<file path="src/rtl/fractal_sync_pkg.sv">
// Shared types for the local fractal-sync barrier register file.
// Entry counters are stored at MAX_CNT_WIDTH and saturated to the instance width.
package fractal_sync_pkg;

  localparam int SD_WIDTH      = 4;
  localparam int MAX_CNT_WIDTH = 8;

  typedef logic [MAX_CNT_WIDTH-1:0] cnt_t;
  typedef logic [SD_WIDTH-1:0]      sd_t;

  typedef struct packed {
    logic pending;
    cnt_t cnt;
    cnt_t thr;
    sd_t  sd;
  } entry_t;

  function automatic cnt_t sat_add(
    input cnt_t a,
    input cnt_t b,
    input cnt_t lim
  );
    logic [MAX_CNT_WIDTH:0] s;
    s = {1'b0, a} + {1'b0, b};
    return (s > {1'b0, lim}) ? lim : s[MAX_CNT_WIDTH-1:0];
  endfunction

endpackage

</file>
<file path="src/rtl/fractal_sync_req_merge.sv">
// Same-cycle arrival merge: lowest valid port per local id leads,
// and carries the group's arrival count and OR-ed source mask.
module fractal_sync_req_merge
  import fractal_sync_pkg::*;
#(
  parameter int N_PORTS = 4,
  parameter int LID_W   = 1,
  parameter int CW      = 3
) (
  input  logic             valid_i    [N_PORTS],
  input  logic [LID_W-1:0] lid_i      [N_PORTS],
  input  sd_t              sd_i       [N_PORTS],
  output logic             leader_o   [N_PORTS],
  output logic             follower_o [N_PORTS],
  output logic [CW-1:0]    count_o    [N_PORTS],
  output sd_t              mask_o     [N_PORTS]
);

  always_comb begin
    for (int p = 0; p < N_PORTS; p++) begin
      follower_o[p] = 1'b0;
      leader_o[p]   = 1'b0;
      count_o[p]    = '0;
      mask_o[p]     = '0;
      for (int q = 0; q < N_PORTS; q++) begin
        if (q < p && valid_i[q] && valid_i[p] &&
            lid_i[q] == lid_i[p]) begin
          follower_o[p] = 1'b1;
        end
      end
      leader_o[p] = valid_i[p] && !follower_o[p];
      if (leader_o[p]) begin
        for (int q = 0; q < N_PORTS; q++) begin
          if (q >= p && valid_i[q] && lid_i[q] == lid_i[p]) begin
            count_o[p] = count_o[p] + CW'(1);
            mask_o[p]  = mask_o[p] | sd_i[q];
          end
        end
      end
    end
  end

endmodule

</file>
<file path="src/rtl/fractal_sync_cnt_local_rf.sv">
// Local barrier register file: counts arrivals per local id and completes combinationally.
// Optional watchdog: define FRACTAL_SYNC_LOCAL_RF_TIMEOUT_EN.
module fractal_sync_cnt_local_rf
  import fractal_sync_pkg::*;
#(
  parameter int ID_WIDTH       = 2,
  parameter int N_REGS         = 4,
  parameter int N_PORTS        = 4,
  parameter int CNT_WIDTH      = 3,
  parameter int TIMEOUT_CYCLES = 1024
) (
  input  logic                clk_i,
  input  logic                rst_i,
  input  logic [ID_WIDTH-1:0] id_i      [N_PORTS],
  input  logic                check_i   [N_PORTS],
  input  sd_t                 sd_i      [N_PORTS],
  input  logic [CNT_WIDTH-1:0] thr_i    [N_PORTS],
  output logic                present_o [N_PORTS],
  output sd_t                 sd_o      [N_PORTS],
  output logic                id_err_o  [N_PORTS],
  output logic                bypass_o  [N_PORTS],
  output logic                ignore_o  [N_PORTS],
  output logic                to_err_o,
  output logic [ID_WIDTH-2:0] to_id_o
);

  localparam int   LID_W   = ID_WIDTH - 1;
  localparam int   CW      = $clog2(N_PORTS + 1);
  localparam cnt_t CNT_MAX = cnt_t'((1 << CNT_WIDTH) - 1);

  logic [LID_W-1:0] lid      [N_PORTS];
  logic             err      [N_PORTS];
  logic             valid    [N_PORTS];
  logic             leader   [N_PORTS];
  logic             follower [N_PORTS];
  logic [CW-1:0]    count    [N_PORTS];
  sd_t              mask     [N_PORTS];
  entry_t           sel_e    [N_PORTS];
  cnt_t             thr_in   [N_PORTS];
  cnt_t             thr_eff  [N_PORTS];
  cnt_t             total    [N_PORTS];
  logic             done     [N_PORTS];

  entry_t entry_q  [N_REGS];
  entry_t entry_d  [N_REGS];
  entry_t ent_arr  [N_REGS];
  logic   arrival  [N_REGS];
  logic   unused_lvl;

  always_comb begin
    unused_lvl = 1'b0;
    for (int p = 0; p < N_PORTS; p++) begin
      lid[p]     = id_i[p][ID_WIDTH-1:1];
      unused_lvl = unused_lvl ^ id_i[p][0];
      err[p]     = 32'(lid[p]) > 32'(N_REGS - 1);
      valid[p]   = check_i[p] && !err[p];
    end
  end

  fractal_sync_req_merge #(
    .N_PORTS (N_PORTS),
    .LID_W   (LID_W),
    .CW      (CW)
  ) u_merge (
    .valid_i    (valid),
    .lid_i      (lid),
    .sd_i       (sd_i),
    .leader_o   (leader),
    .follower_o (follower),
    .count_o    (count),
    .mask_o     (mask)
  );

  always_comb begin
    ent_arr = entry_q;
    for (int r = 0; r < N_REGS; r++) arrival[r] = 1'b0;
    for (int p = 0; p < N_PORTS; p++) begin
      present_o[p] = 1'b0;
      sd_o[p]      = '0;
      bypass_o[p]  = 1'b0;
      ignore_o[p]  = follower[p];
      id_err_o[p]  = check_i[p] && err[p];
      sel_e[p]     = '0;
      for (int r = 0; r < N_REGS; r++) begin
        if (32'(lid[p]) == r) sel_e[p] = entry_q[r];
      end
      thr_in[p]  = (thr_i[p] == '0) ? cnt_t'(1) : cnt_t'(thr_i[p]);
      thr_eff[p] = sel_e[p].pending ? sel_e[p].thr : thr_in[p];
      total[p]   = sat_add(sel_e[p].cnt, cnt_t'(count[p]), CNT_MAX);
      done[p]    = total[p] >= thr_eff[p];
      if (leader[p]) begin
        bypass_o[p]  = count[p] > CW'(1);
        present_o[p] = done[p];
        sd_o[p]      = done[p] ? (sel_e[p].sd | mask[p]) : '0;
        for (int r = 0; r < N_REGS; r++) begin
          if (32'(lid[p]) == r) begin
            arrival[r] = 1'b1;
            if (done[p]) ent_arr[r] = '0;
            else ent_arr[r] = '{pending: 1'b1, cnt: total[p],
                                thr: thr_eff[p],
                                sd: sel_e[p].sd | mask[p]};
          end
        end
      end
    end
  end

`ifdef FRACTAL_SYNC_LOCAL_RF_TIMEOUT_EN
  localparam int AGE_W = $clog2(TIMEOUT_CYCLES + 1);
  localparam logic [AGE_W-1:0] AGE_LIM = AGE_W'(TIMEOUT_CYCLES);

  logic [AGE_W-1:0] age_q [N_REGS];
  logic [AGE_W-1:0] age_d [N_REGS];
  logic             expired [N_REGS];

  always_comb begin
    entry_d  = ent_arr;
    to_err_o = 1'b0;
    to_id_o  = '0;
    for (int r = 0; r < N_REGS; r++) begin
      expired[r] = entry_q[r].pending && !arrival[r] &&
                   age_q[r] == AGE_LIM;
      // Only the lowest expired id is reported; the rest hold at the limit.
      if (expired[r] && !to_err_o) begin
        to_err_o   = 1'b1;
        to_id_o    = LID_W'(r);
        entry_d[r] = '0;
      end
    end
    for (int r = 0; r < N_REGS; r++) begin
      age_d[r] = '0;
      if (entry_d[r].pending && !arrival[r]) begin
        age_d[r] = (age_q[r] == AGE_LIM) ? AGE_LIM : age_q[r] + AGE_W'(1);
      end
    end
  end

  always_ff @(posedge clk_i or posedge rst_i) begin
    if (rst_i) begin
      for (int r = 0; r < N_REGS; r++) age_q[r] <= '0;
    end else begin
      age_q <= age_d;
    end
  end
`else
  always_comb begin
    entry_d  = ent_arr;
    to_err_o = 1'b0;
    to_id_o  = '0;
  end
`endif

  always_ff @(posedge clk_i or posedge rst_i) begin
    if (rst_i) begin
      for (int r = 0; r < N_REGS; r++) entry_q[r] <= '0;
    end else begin
      entry_q <= entry_d;
    end
  end

endmodule

</file>
<file path="config.mk">
export PLATFORM = sky130hd
export DESIGN_NAME = fractal_sync_cnt_local_rf
export DESIGN_NICKNAME = d
export VERILOG_FILES = /design/src/rtl/fractal_sync_pkg.sv /design/src/rtl/fractal_sync_req_merge.sv /design/src/rtl/fractal_sync_cnt_local_rf.sv
export SDC_FILE = /design/constraint.sdc
export NUM_CORES = 1
export LEC_CHECK = 0
export ABC_AREA = 0
export BUFFER_PORTS_ARGS = -buffer_cell sky130_fd_sc_hd__buf_2
export CORE_ASPECT_RATIO = 0.5
export CORE_UTILIZATION = 40
export DETAILED_ROUTE_END_ITERATION = 7
export PLACE_DENSITY = 0.65
export SKIP_LAST_GASP = 1
export SLEW_MARGIN = 15
export SYNTH_ARGS = -nofsm -noshare
export SYNTH_HDL_FRONTEND = slang
export SYNTH_HIERARCHICAL = 1
export SYNTH_SLANG_ARGS = --single-unit
</file>
<file path="constraint.sdc">
create_clock -name clk_i -period 5.9 [get_ports clk_i]
set_clock_uncertainty 0.2 [all_clocks]
set_input_delay 0.59 -clock clk_i [delete_from_list [all_inputs] [get_ports clk_i]]
set_output_delay 0.59 -clock clk_i [all_outputs]
set_load 0.01 [all_outputs]
</file>
==> qor.csv, run 1 <==
stage;metric;value;unit
pwr;total_leakage_power;0.00286;uW
pwr;peakVddDrop;0.139;mV
sta;finalSetupViolations;0;
sta;relSlewSlack;27.2;%
routing;via_per_inst;6.24;
worst_setup_path;rr_endpoint;entry_q[49];
cells_and_area;area_delta_synth_final;11.6;%
sta;rsz0062_at_grt;no;
sta;timing.fmax;0.179;GHz
cells_and_area;antenna_cells;0;
worst_setup_path;rr_worst_depth;13;
global_routing;grt_max_degree;43;
clock_network;clk_latency;300;ps
worst_setup_path;arrival;4800;ps
routing;drt_iter0_markers;697;
worst_setup_path;start_kind;input port;
synth;synthXorXnorAreaFrac;1.68;%
sta;min_period_over_period;94.8;%
cells_and_area;nNetsFinal;909;
sta;maxSlewViolCount;0;
clock_network;cts_tree;done;
routing;wl_per_cell;19.5;um
synth;synth-adder-area-share;12.3;%
global_routing;globalRoute.totalOverflow;0;
floorplan;coreArea;0.0138;mm^2
worst_setup_path;required;5110;ps
place;dp.cells;998;
sta;finalCriticalPeriod;5590;ps
place;dp_hpwl;14.7;mm
synth;yosys.area_share.simple;21.6;%
synth;synth_most_common_cell;nor2_1;
routing;drc;0;
floorplan;num_rows;30;
place;globalplace.congestion;0.922;
synth;synthMuxAreaShare;3.58;%
synth;ys_async_sr_fraction;100;%
clock_network;cts_setup_buffers;0;
status;status;finished clean;
worst_setup_path;cp-end-kind;output port;
cells_and_area;drive_gt1_share;14.6;%
synth;synthTopCellsByArea;dfrtp_1 18%, ha_1 11%, nor2_1 4.4%, a21oi_1 4.4%, a31oi_1 3.9%;
routing;num_vias;6279;
worst_setup_path;r2r_slack;1510;ps
synth;yosysTopAreaCell;dfrtp_1;
synth;synth_common_cells;67 x nor2_1, 51 x nand2_1, 50 x a21oi_1, 50 x ha_1, 44 x inv_1;
worst_setup_path;reg2reg_from;entry_q[75];
pwr;power_density;243;mW/mm^2
floorplan;start_util;41.7;%
synth;synth_cell_types;78;
floorplan;die_area;0.0149;mm^2
sta;hold_violations;0;
global_routing;antenna_found_initial;0;
synth;yosysWarnings;6;
synth;synth-seq-cells;42;
routing;ant_nets;0;
global_routing;grt_pass1_wl;31.4;mm
place;io_buffer_count;63;
clock_network;cts_resized;0;
synth;ys.flop_type;dfrtp_1;
worst_setup_path;path_class;input port to output port;
synth;synth_cells;753;
synth;synth_compound_area_share;34.2;%
clock_network;clkTransAtPathRegs;70;ps
clock_network;numCtsBuffers;5;
clock_network;clk_root_buffer_cell;clkbuf_16;
cells_and_area;finalNonFillerCells;1006;
global_routing;grt_use_total;27.1;%
cells_and_area;regMostFlops;entry_q;
clock_network;htree_levels;2;
cells_and_area;fillers;1396;
synth;synth_top_family_by_area;compound AO/OA/AOI/OAI gates;
routing;drtPass1Iterations;6;
sta;setup_tns;0;ps
floorplan;pin_count;76;
clock_network;clockBufferDepth;2;
floorplan;die_y;86.7;um
cells_and_area;largest_reg_flops;42;
synth;synth_edf_count;0;
synth;avgSynthCellArea;7.62;um^2
cells_and_area;top_regs;entry_q: 42 flops;
floorplan;die_x;171;um
worst_setup_path;path_max_fanout;5;
synth;yosys.area.top_type_share;18.3;%
sta;worst_slew_pin_slew;1090;ps
clock_network;clock-sinks;42;
routing;wl;19.6;mm
run;drv_cap;0;
clock_network;hold_buffers;0;
synth;syn_area;0.00574;mm^2
global_routing;grt_pass1_vias;5758;
min_path;hold_class;input port to async pin;
synth;yosysSeqAreaShare;18.3;%
-- layer usage --
metal | track usage [%] | up-vias | share of wire (%)
met1 | 39.3 | 2947 | 47
met2 | 40.1 | 364 | 41
met4 | 8.85 | 0 | 3.0
met5 | 0 | - | 0
met3 | 5.07 | 69 | 9.0
li1 | - | 2899 | -
-- how the worst max path moves through the flow --
| stage | slack [ps] | from | endpoint |
|---|---|---|---|
| floorplan | 660 | id_i[5] | sd_o[12] |
| global placement | 400 | id_i[7] | sd_o[12] |
| detailed placement | 310 | id_i[7] | sd_o[13] |
| CTS | 310 | id_i[7] | sd_o[13] |
| global route | 50 | id_i[3] | sd_o[8] |
| finish | 310 | id_i[3] | sd_o[8] |
-- worst max-delay path, cell delays in order --
cell,delay (ps)
buf_2,140
xnor2_1,470
nand2_1,190
ha_1,340
o21ai_0,100
a21oi_1,110
ha_1,240
fa_1,410
nor4_1,270
o21bai_1,120
or2_2,330
ha_1,290
nand2_1,50
o21ai_1,210
a41oi_1,240
nor2_1,200
nand2_1,200
nor2_1,150
buf_2,140
-- placed cells by master (no fill, tap or decap), types with 4 or more instances in the layout --
| cell | n |
|---|---|
| dfrtp_1 | 42 |
| nor2b_1 | 25 |
| o211ai_1 | 13 |
| nand3b_1 | 4 |
| inv_1 | 43 |
| a22oi_1 | 4 |
| a21o_1 | 5 |
| nor2_1 | 67 |
| buf_2 | 63 |
| nand2b_1 | 10 |
| a211oi_1 | 29 |
| mux2_2 | 12 |
| buf_4 | 20 |
| a32oi_1 | 8 |
| xnor2_1 | 4 |
| nand2_1 | 51 |
| fa_1 | 4 |
| o21ai_0 | 30 |
| o21bai_1 | 8 |
| o31a_1 | 10 |
| or3_1 | 4 |
| and2_1 | 13 |
| o22ai_1 | 6 |
| o221a_1 | 4 |
| conb_1 | 30 |
| mux2i_1 | 7 |
| ha_1 | 50 |
| o21ai_1 | 12 |
| a21oi_1 | 50 |
| o21a_1 | 16 |
| nor3_1 | 15 |
| a31oi_1 | 36 |
| nand3_1 | 28 |
| and3_1 | 10 |
| o31ai_1 | 10 |
| clkbuf_16 | 5 |
-- per-stage QoR --
step	setup slack (ps)	utilization, %	hold slack [ps]	total power, uW	cell area (um^2)
2_1_floorplan	663	-	292	983	5840
3_3_place_gp	399	45.4	304	1210	6250
3_5_place_dp	307	45.4	307	1230	6250
4_1_cts	309	46.5	261	1530	6410
5_1_grt	49.4	46.5	293	1670	6410
6_report	306	46.5	219	1560	6410
-- power by group --
group	switching, uW	internal, uW
Sequential	84.4	334
Clock	140	163
Combinational	512	325
-- area by class of cell --
class | count | area [um^2] | area share, %
clock buffers | 5 | 125 | 1.95
flip-flops and latches | 42 | 1050 | 16.4
clock inverters | 3 | 28.8 | 0.449
well taps | 192 | 240 | 3.75
inverters | 46 | 175 | 2.73
repair buffers | 83 | 465 | 7.27
multi-input cells | 635 | 4320 | 67.4
-- cell families after synthesis --
kind of cell               count (synthesis)
adders and majority gates                 54
DFF                                       42
xor gates and xnor gates                   8
AOI/OAI and AO/OA                        280
other                                      2
muxes                                     19
buffers and inverters                    104
and+or+nand+nor                          244
(Power assumes the default switching activity.)
==> run 2, diff against run 1 <==
Settings changed: ABC_AREA 0 to 1, PLACE_DENSITY 0.65 to 0.64.
==> run 2 against run 1 <==
  * The run now ends with DRC left
  * Critical path depth is 3 higher
  * Worst setup slack improved by 410 ps
  * Clock power up 26%
  * Sequential share of layout area shrank 1.3 points
  * Hold slack gained 27 ps
  * Flip-flop and latch count is the same
  * Final cell count grew 32%
  * Sequential power down 11%
  * Combinational power rose by 2%
  * Count of clock-buffer cells in the layout did not move
  * Die area grew 11%
  * Utilization fell by 1.5 points
  * Critical path type unchanged
  * Largest cell class unchanged
  * Largest power group unchanged
==> qor.csv, run 2 <==
stage;metric;value;unit;change
sta;relSlewSlack;36.8;%;+9.6 points
cells_and_area;seqCellArea;0.00105;mm^2;unchanged
synth;synthTopCellsByArea;nand2_1 18%, dfrtp_1 17%, ha_1 9.8%, o21ai_0 8.6%, inv_1 8.6%;;
floorplan;pin_count;76;;unchanged
cells_and_area;top_regs;entry_q: 42 flops;;
place;io_buffer_count;63;;unchanged
synth;synth_common_cells;305 x nand2_1, 145 x inv_1, 110 x o21ai_0;;
worst_setup_path;reg2reg_from;entry_q[55];;
worst_setup_path;path_class;input port to output port;;
sta;finalCriticalPeriod;5180;ps;-412 ps
routing;drt_iter0_markers;837;;+20%
global_routing;antenna_found_initial;0;;unchanged
global_routing;grt_util_met1;37.8;%;-1.5 points
clock_network;cts_tree;done;;
cells_and_area;area_delta_synth_final;9.28;%;
synth;yosysWarnings;6;;unchanged
clock_network;clkTransAtPathRegs;70;ps;about the same
sta;holdWs;247;ps;+27.1 ps
synth;yosysTopAreaCell;nand2_1;;
floorplan;die_area;0.0165;mm^2;+11%
routing;drtPass1Iterations;8;;+2
routing;via_per_inst;5.51;;-12%
floorplan;start_util;41.2;%;-0.47 points
global_routing;globalRoute.totalOverflow;0;;unchanged
synth;avgSynthCellArea;5.97;um^2;-22%
synth;synth_cell_types;50;;-36%
clock_network;clockBufferDepth;2;;unchanged
pwr;total_leakage_power;0.00377;uW;+32%
cells_and_area;largest_reg_flops;42;;unchanged
sta;min_period_over_period;87.8;%;-7.0 points
synth;syn_area;0.00636;mm^2;+11%
routing;wl;22.0;mm;+12%
global_routing;grt_max_degree;43;;unchanged
cells_and_area;fillers;1669;;+20%
pwr;power_density;231;mW/mm^2;-5.0%
global_routing;grt_pass1_vias;6722;;+17%
clock_network;cts_setup_buffers;0;;unchanged
sta;hold_violations;0;;unchanged
cells_and_area;regMostFlops;entry_q;;
floorplan;coreArea;0.0155;mm^2;+12%
worst_setup_path;critPathLaunch;id_i[7];;
sta;worst_slew_pin_slew;942;ps;-150 ps
sta;finalSetupViolations;0;;unchanged
clock_network;hold_buffers;0;;unchanged
cells_and_area;layout_common_cells;305 x nand2_1, 144 x inv_1, 110 x o21ai_0, 87 x nor2_1, 63 x buf_2;;
routing;ant_nets;0;;unchanged
global_routing;met3_usage;3.73;%;-1.3 points
cells_and_area;drive_gt1_share;10.9;%;-3.8 points
place;dp_hpwl;16.5;mm;+12%
synth;synth_cells;1066;;+42%
worst_setup_path;start_kind;input port;;
pwr;peakVddDrop;0.157;mV;+13%
cells_and_area;multiInputGateArea;0.00446;mm^2;+3.2%
place;globalplace.congestion;0.945;;+2.5%
worst_setup_path;required;5110;ps;about the same
status;violations;DRC;;
global_routing;grtUsageMet2;43.6;%;+3.5 points
clock_network;clk_root_buffer_cell;clkbuf_16;;
cells_and_area;layout_commonest_cell;nand2_1;;
sta;timing.fmax;0.193;GHz;+7.9%
synth;ys.flop_type;dfrtp_1;;
worst_setup_path;arrival;4390;ps;-410 ps
sta;setup_tns;0;ps;unchanged
cells_and_area;nNetsFinal;1218;;+34%
synth;yosysSeqAreaShare;16.5;%;-1.8 points
min_path;hold_class;input port to async pin;;
floorplan;die_y;91.2;um;+5.2%
synth;ys_async_sr_fraction;100;%;unchanged
global_routing;grt_use_total;27.1;%;about the same
floorplan;die_x;180;um;+5.3%
clock_network;clk_latency;300;ps;about the same
clock_network;cts_resized;0;;unchanged
synth;synth_edf_count;0;;unchanged
global_routing;busiest_layer;met2;;
synth;synth-seq-cells;42;;unchanged
floorplan;num_rows;32;;+6.7%
routing;num_vias;7308;;+16%
worst_setup_path;cp-end-kind;output port;;
status;status;complete, but fails checks;;
synth;yosys.area.top_type_share;18.0;%;-0.33 points
clock_network;numCtsBuffers;5;;unchanged
run;drv_cap;0;;unchanged
worst_setup_path;path_max_fanout;20;;+15
sta;rsz0062_at_grt;no;;
synth;synth_most_common_cell;nand2_1;;
clock_network;htree_levels;2;;unchanged
routing;wl_per_cell;16.6;um;-15%
clock_network;clock-sinks;42;;unchanged
sta;maxSlewViolCount;0;;unchanged
cells_and_area;antenna_cells;0;;unchanged
global_routing;grt_pass1_wl;35.1;mm;+12%
routing;drc;2;;+2
run 2: cell count changes after synthesis, moves of 30 or more:
| cell | previous run | this run |
|---|---|---|
| a31oi_1 | 36 | 1 |
| inv_1 | 44 | 145 |
| nand2_1 | 51 | 305 |
| nand3_1 | 28 | 58 |
| nand4_1 | 2 | 32 |
| o21ai_0 | 30 | 110 |
run 2: metrics by stage:
stage               area [um^2]  util [%]  cells  setup WS (ps)  power [uW]
floorplan                  6470         -   1094           1440         978
global placement           6760      43.8   1319            847        1190
detailed placement         6760      43.8   1319            809        1200
CTS                        6960      45.0   1327            803        1580
global route               6960      45.0   1327            432        1740
finish                     6960      45.0   1327            718        1610
run 2: power by group:
part | total (uW) | leakage (uW) | switching [uW] | internal, uW
clock network | 383 | 0.0000940 | 139 | 244
registers | 373 | 0.000548 | 40.7 | 332
logic | 850 | 0.00313 | 570 | 281
run 2: path summary, 6_finish.rpt:
kind                                      to  slack [ps]  depth (start not counted)
max in group asynchronous        entry_q[75]        4840                          3
worst max register to register   entry_q[52]        1850                         22
min in group clk_i               entry_q[81]         340                          2
worst min-delay path             entry_q[50]         250                          3
worst min register to register   entry_q[81]         340                          2
worst max-delay path            present_o[0]         720                         22
run 2: routing by layer:
metal / share of wire, % / vias up
met5: 0 / -
met4: 1.9 / 0
met3: 8.8 / 32
met2: 44 / 331
met1: 45 / 3393
li1: - / 3552
run 2: worst max-delay path, cell delays in order:
cell and delay (ps):
buf_2 370, inv_2 90, nand2_1 220, nand3b_1 180
nand4_1 270, inv_1 160, ha_1 250, fa_1 400
o21ai_0 160, o21ai_0 100, inv_1 120, nand3_1 180
ha_1 360, nand2_1 80, inv_1 50, o21ai_0 60
nand2_1 70, nand2_1 70, nand3_2 110, nand2_1 230
inv_1 100, buf_2 150
run 2: layout make-up:
cell class                      instances  area share (%)
Tap cell                              204            3.67
Sequential cell                        42            15.1
Clock inverter                          3           0.989
Inverter                              156            8.42
Clock buffer                            5            1.80
Multi-Input combinational cell        841            64.1
Timing Repair Buffer                   76            5.94
run 2: cell families after synthesis:
logic type | share of synthesized area (%)
adders and majority gates | 11.1
AOI/OAI and AO/OA | 19.7
DFF | 16.5
buffers and inverters | 15.1
and+or+nand+nor | 36.8
xor gates and xnor gates | 0.688
other | 0.118
==> run 3, diff against run 2 <==
--- a/config.mk
+++ b/config.mk
@@ -8,2 +8,3 @@
 export ABC_AREA = 1
+export ABC_CLOCK_PERIOD_IN_PS = 5900
 export BUFFER_PORTS_ARGS = -buffer_cell sky130_fd_sc_hd__buf_2
==> constraint.sdc (replaced) <==
create_clock -name clk_i -period 5.9 [get_ports clk_i]
set_clock_uncertainty 0.2 [all_clocks]
set_input_delay 1.77 -clock clk_i [delete_from_list [all_inputs] [get_ports clk_i]]
set_output_delay 1.77 -clock clk_i [all_outputs]
set_load 0.01 [all_outputs]
==> run 3 against run 2 <==
  * The flow finishes with violations (setup timing)
  * Fmax fell by 23%
  * Critical path depth up 2
  * Flip-flop and latch count stayed put
  * Critical endpoint is now sd_o[6]
  * Hold slack gained 95 ps
  * Critical path type unchanged
  * Largest power group unchanged
  * Final cell count increased by 11%
==> qor.csv, run 3 (synthesis gave the netlist of run 2 again) <==
stage;metric;value;unit;change
global_routing;grt_pass1_wl;38.1;mm;+8.6%
routing;drtPass1Iterations;7;;-1
clock_network;clk_latency;300;ps;about the same
floorplan;coreArea;0.0155;mm^2;unchanged
min_path;hold_class;register to register;;
cells_and_area;nNetsFinal;1360;;+12%
pwr;p_clk_share;15.7;%;-8.1 points
clock_network;hold_buffers;0;;unchanged
floorplan;pin_count;76;;unchanged
pwr;netSwitchingFraction;46.7;%;+0.080 points
status;status;complete, but fails checks;;
global_routing;grt_max_degree;43;;unchanged
global_routing;grt_pass1_vias;7645;;+14%
cells_and_area;top_regs;entry_q: 42 flops;;
place;dp_hpwl;18.0;mm;+9.2%
cells_and_area;multiInputGateArea;0.00506;mm^2;+14%
clock_network;clock-sinks;42;;unchanged
sta;relSlewSlack;50.0;%;+13 points
global_routing;grt_util_met1;37.3;%;-0.50 points
pwr;cellInternalPower;1030;uW;+20%
cells_and_area;area_delta_synth_final;39.3;%;
cells_and_area;seqCellArea;0.00105;mm^2;unchanged
sta;maxSlewViolCount;0;;unchanged
global_routing;grt_use_total;29.3;%;+2.2 points
global_routing;antenna_found_initial;0;;unchanged
place;dpl_worst_slack;-996;ps;-1800 ps
cells_and_area;drive_gt1_share;28.8;%;+18 points
sta;hold_violations;0;;unchanged
worst_setup_path;rr_worst_depth;21;;-4.5%
global_routing;globalRoute.totalOverflow;0;;unchanged
pwr;power_density;218;mW/mm^2;-5.5%
run;drv_cap;0;;unchanged
sta;finalCriticalPeriod;6760;ps;+1580 ps
floorplan;die_x;180;um;unchanged
cells_and_area;layout_commonest_cell;nand2_1;;
pwr;share_seq_of_total_power;19.7;%;-3.5 points
worst_setup_path;required;3930;ps;-1180 ps
pwr;total_leakage_power;0.00457;uW;+21%
sta;rsz0062_at_grt;yes;;
clock_network;clkTransAtPathRegs;70;ps;about the same
worst_setup_path;start_kind;input port;;
sta;worst_slew_pin_slew;749;ps;-192 ps
pwr;combinationalPowerShare;64.6;%;+12 points
worst_setup_path;cp-end-kind;output port;;
sta;postLayoutSetupSlackWorst;-862;ps;-1580 ps
routing;drc;0;;-2
cells_and_area;post-route-util;57.4;%;+12 points
pwr;peakVddDrop;0.104;mV;-34%
routing;drt_iter0_markers;729;;-13%
status;violations;setup timing;;
sta;holdWs;341;ps;+94.6 ps
clock_network;cts_tree;done;;
global_routing;met3_usage;5.38;%;+1.6 points
cells_and_area;antenna_cells;0;;unchanged
worst_setup_path;arrival;4790;ps;+400 ps
clock_network;numCtsBuffers;5;;unchanged
sta;finalSetupViolations;20;;+20
cells_and_area;largest_reg_flops;42;;unchanged
sta;timing.fmax;0.148;GHz;-23%
clock_network;htree_levels;2;;unchanged
sta;min_period_over_period;115;%;+27 points
floorplan;die_y;91.2;um;unchanged
routing;wl;24.0;mm;+8.9%
routing;via_per_inst;5.33;;-3.2%
cells_and_area;fillers;1495;;-10%
global_routing;grtUsageMet2;49.6;%;+6.1 points
floorplan;num_rows;32;;unchanged
worst_setup_path;path_class;input port to output port;;
routing;ant_nets;0;;unchanged
routing;wl_per_cell;16.3;um;-1.6%
cells_and_area;regMostFlops;entry_q;;
pwr;switching_power;904;uW;+21%
place;io_buffer_count;63;;unchanged
clock_network;clockBufferDepth;2;;unchanged
worst_setup_path;path_max_fanout;6;;-70%
floorplan;die_area;0.0165;mm^2;unchanged
clock_network;clk_root_buffer_cell;clkbuf_16;;
cells_and_area;layout_common_cells;283 x nand2_1, 149 x buf_4, 127 x inv_1, 99 x o21ai_0, 64 x nor2_1;;
routing;num_vias;7828;;+7.1%
floorplan;start_util;41.2;%;unchanged
min_path;min_path_cells;2;;
global_routing;busiest_layer;met2;;
place;globalplace.congestion;0.957;;+1.2%
run 3: repair_timing:
action                                  4_1_cts  5_1_grt
buffers inserted                             30       10
endpoints found under the setup margin       20       20
endpoints found under the hold margin         0        0
resized for setup                            82       48
pin swaps                                    49       47
run 3: critical path, stage by stage:
cell      delay [ps]
buf_12           110
buf_6            100
nand2_4           40
nand2_2           80
nor2_2            50
ha_1             280
inv_2             50
nor2_4           100
ha_2             180
inv_2             40
fa_2             360
nand3b_1          90
nand2_1           60
o211ai_1         130
inv_2            110
nand2_4          100
ha_4             220
a21oi_4          160
o31ai_4           70
nand2_1          150
nand3_2          150
nand2_4          190
nor2_2            50
buf_2            140
run 3: cell type report:
class,instances,area share [%]
flip-flops and latches,42,11.9
well taps,204,2.88
clock buffers,5,1.41
multi-input cells,841,57.1
clock inverters,3,0.325
inverters,156,7.17
repair buffers,218,19.2
run 3: final timing paths:
| kind | start | slack [ps] | end |
|---|---|---|---|
| max in group asynchronous | rst_i | 3670 | entry_q[44] |
| max | id_i[3] | -860 | sd_o[6] |
| min in group asynchronous | rst_i | 1410 | entry_q[50] |
| max reg2reg | entry_q[75] | 1980 | entry_q[67] |
| min reg2reg | entry_q[81] | 340 | entry_q[81] |
| min | entry_q[81] | 340 | entry_q[81] |
run 3: power groups by stage:
stage               clock network, uW  registers (uW)  logic [uW]
floorplan                           0             366         677
global placement                    0             384        1020
detailed placement                  0             384        1040
CTS                               305             379        1150
global route                      321             386        1380
finish                            303             382        1250
run 3: through the flow:
stage | setup TNS (ps) | instance area [um^2] | std cells | power (uW)
after floorplan | -5460 | 6840 | 1094 | 1040
after global placement | -17400 | 7850 | 1421 | 1410
after detailed placement | -18360 | 7850 | 1421 | 1430
after CTS | -15240 | 8590 | 1459 | 1830
after global routing | -19210 | 8860 | 1469 | 2080
final | -15520 | 8860 | 1469 | 1930
run 3: routing by layer:
layer | wire (um) | vias to the layer above
met2 | 11100 | 333
met5 | 0 | -
li1 | - | 3845
met3 | 1940 | 61
met1 | 10300 | 3589
met4 | 675 | 0
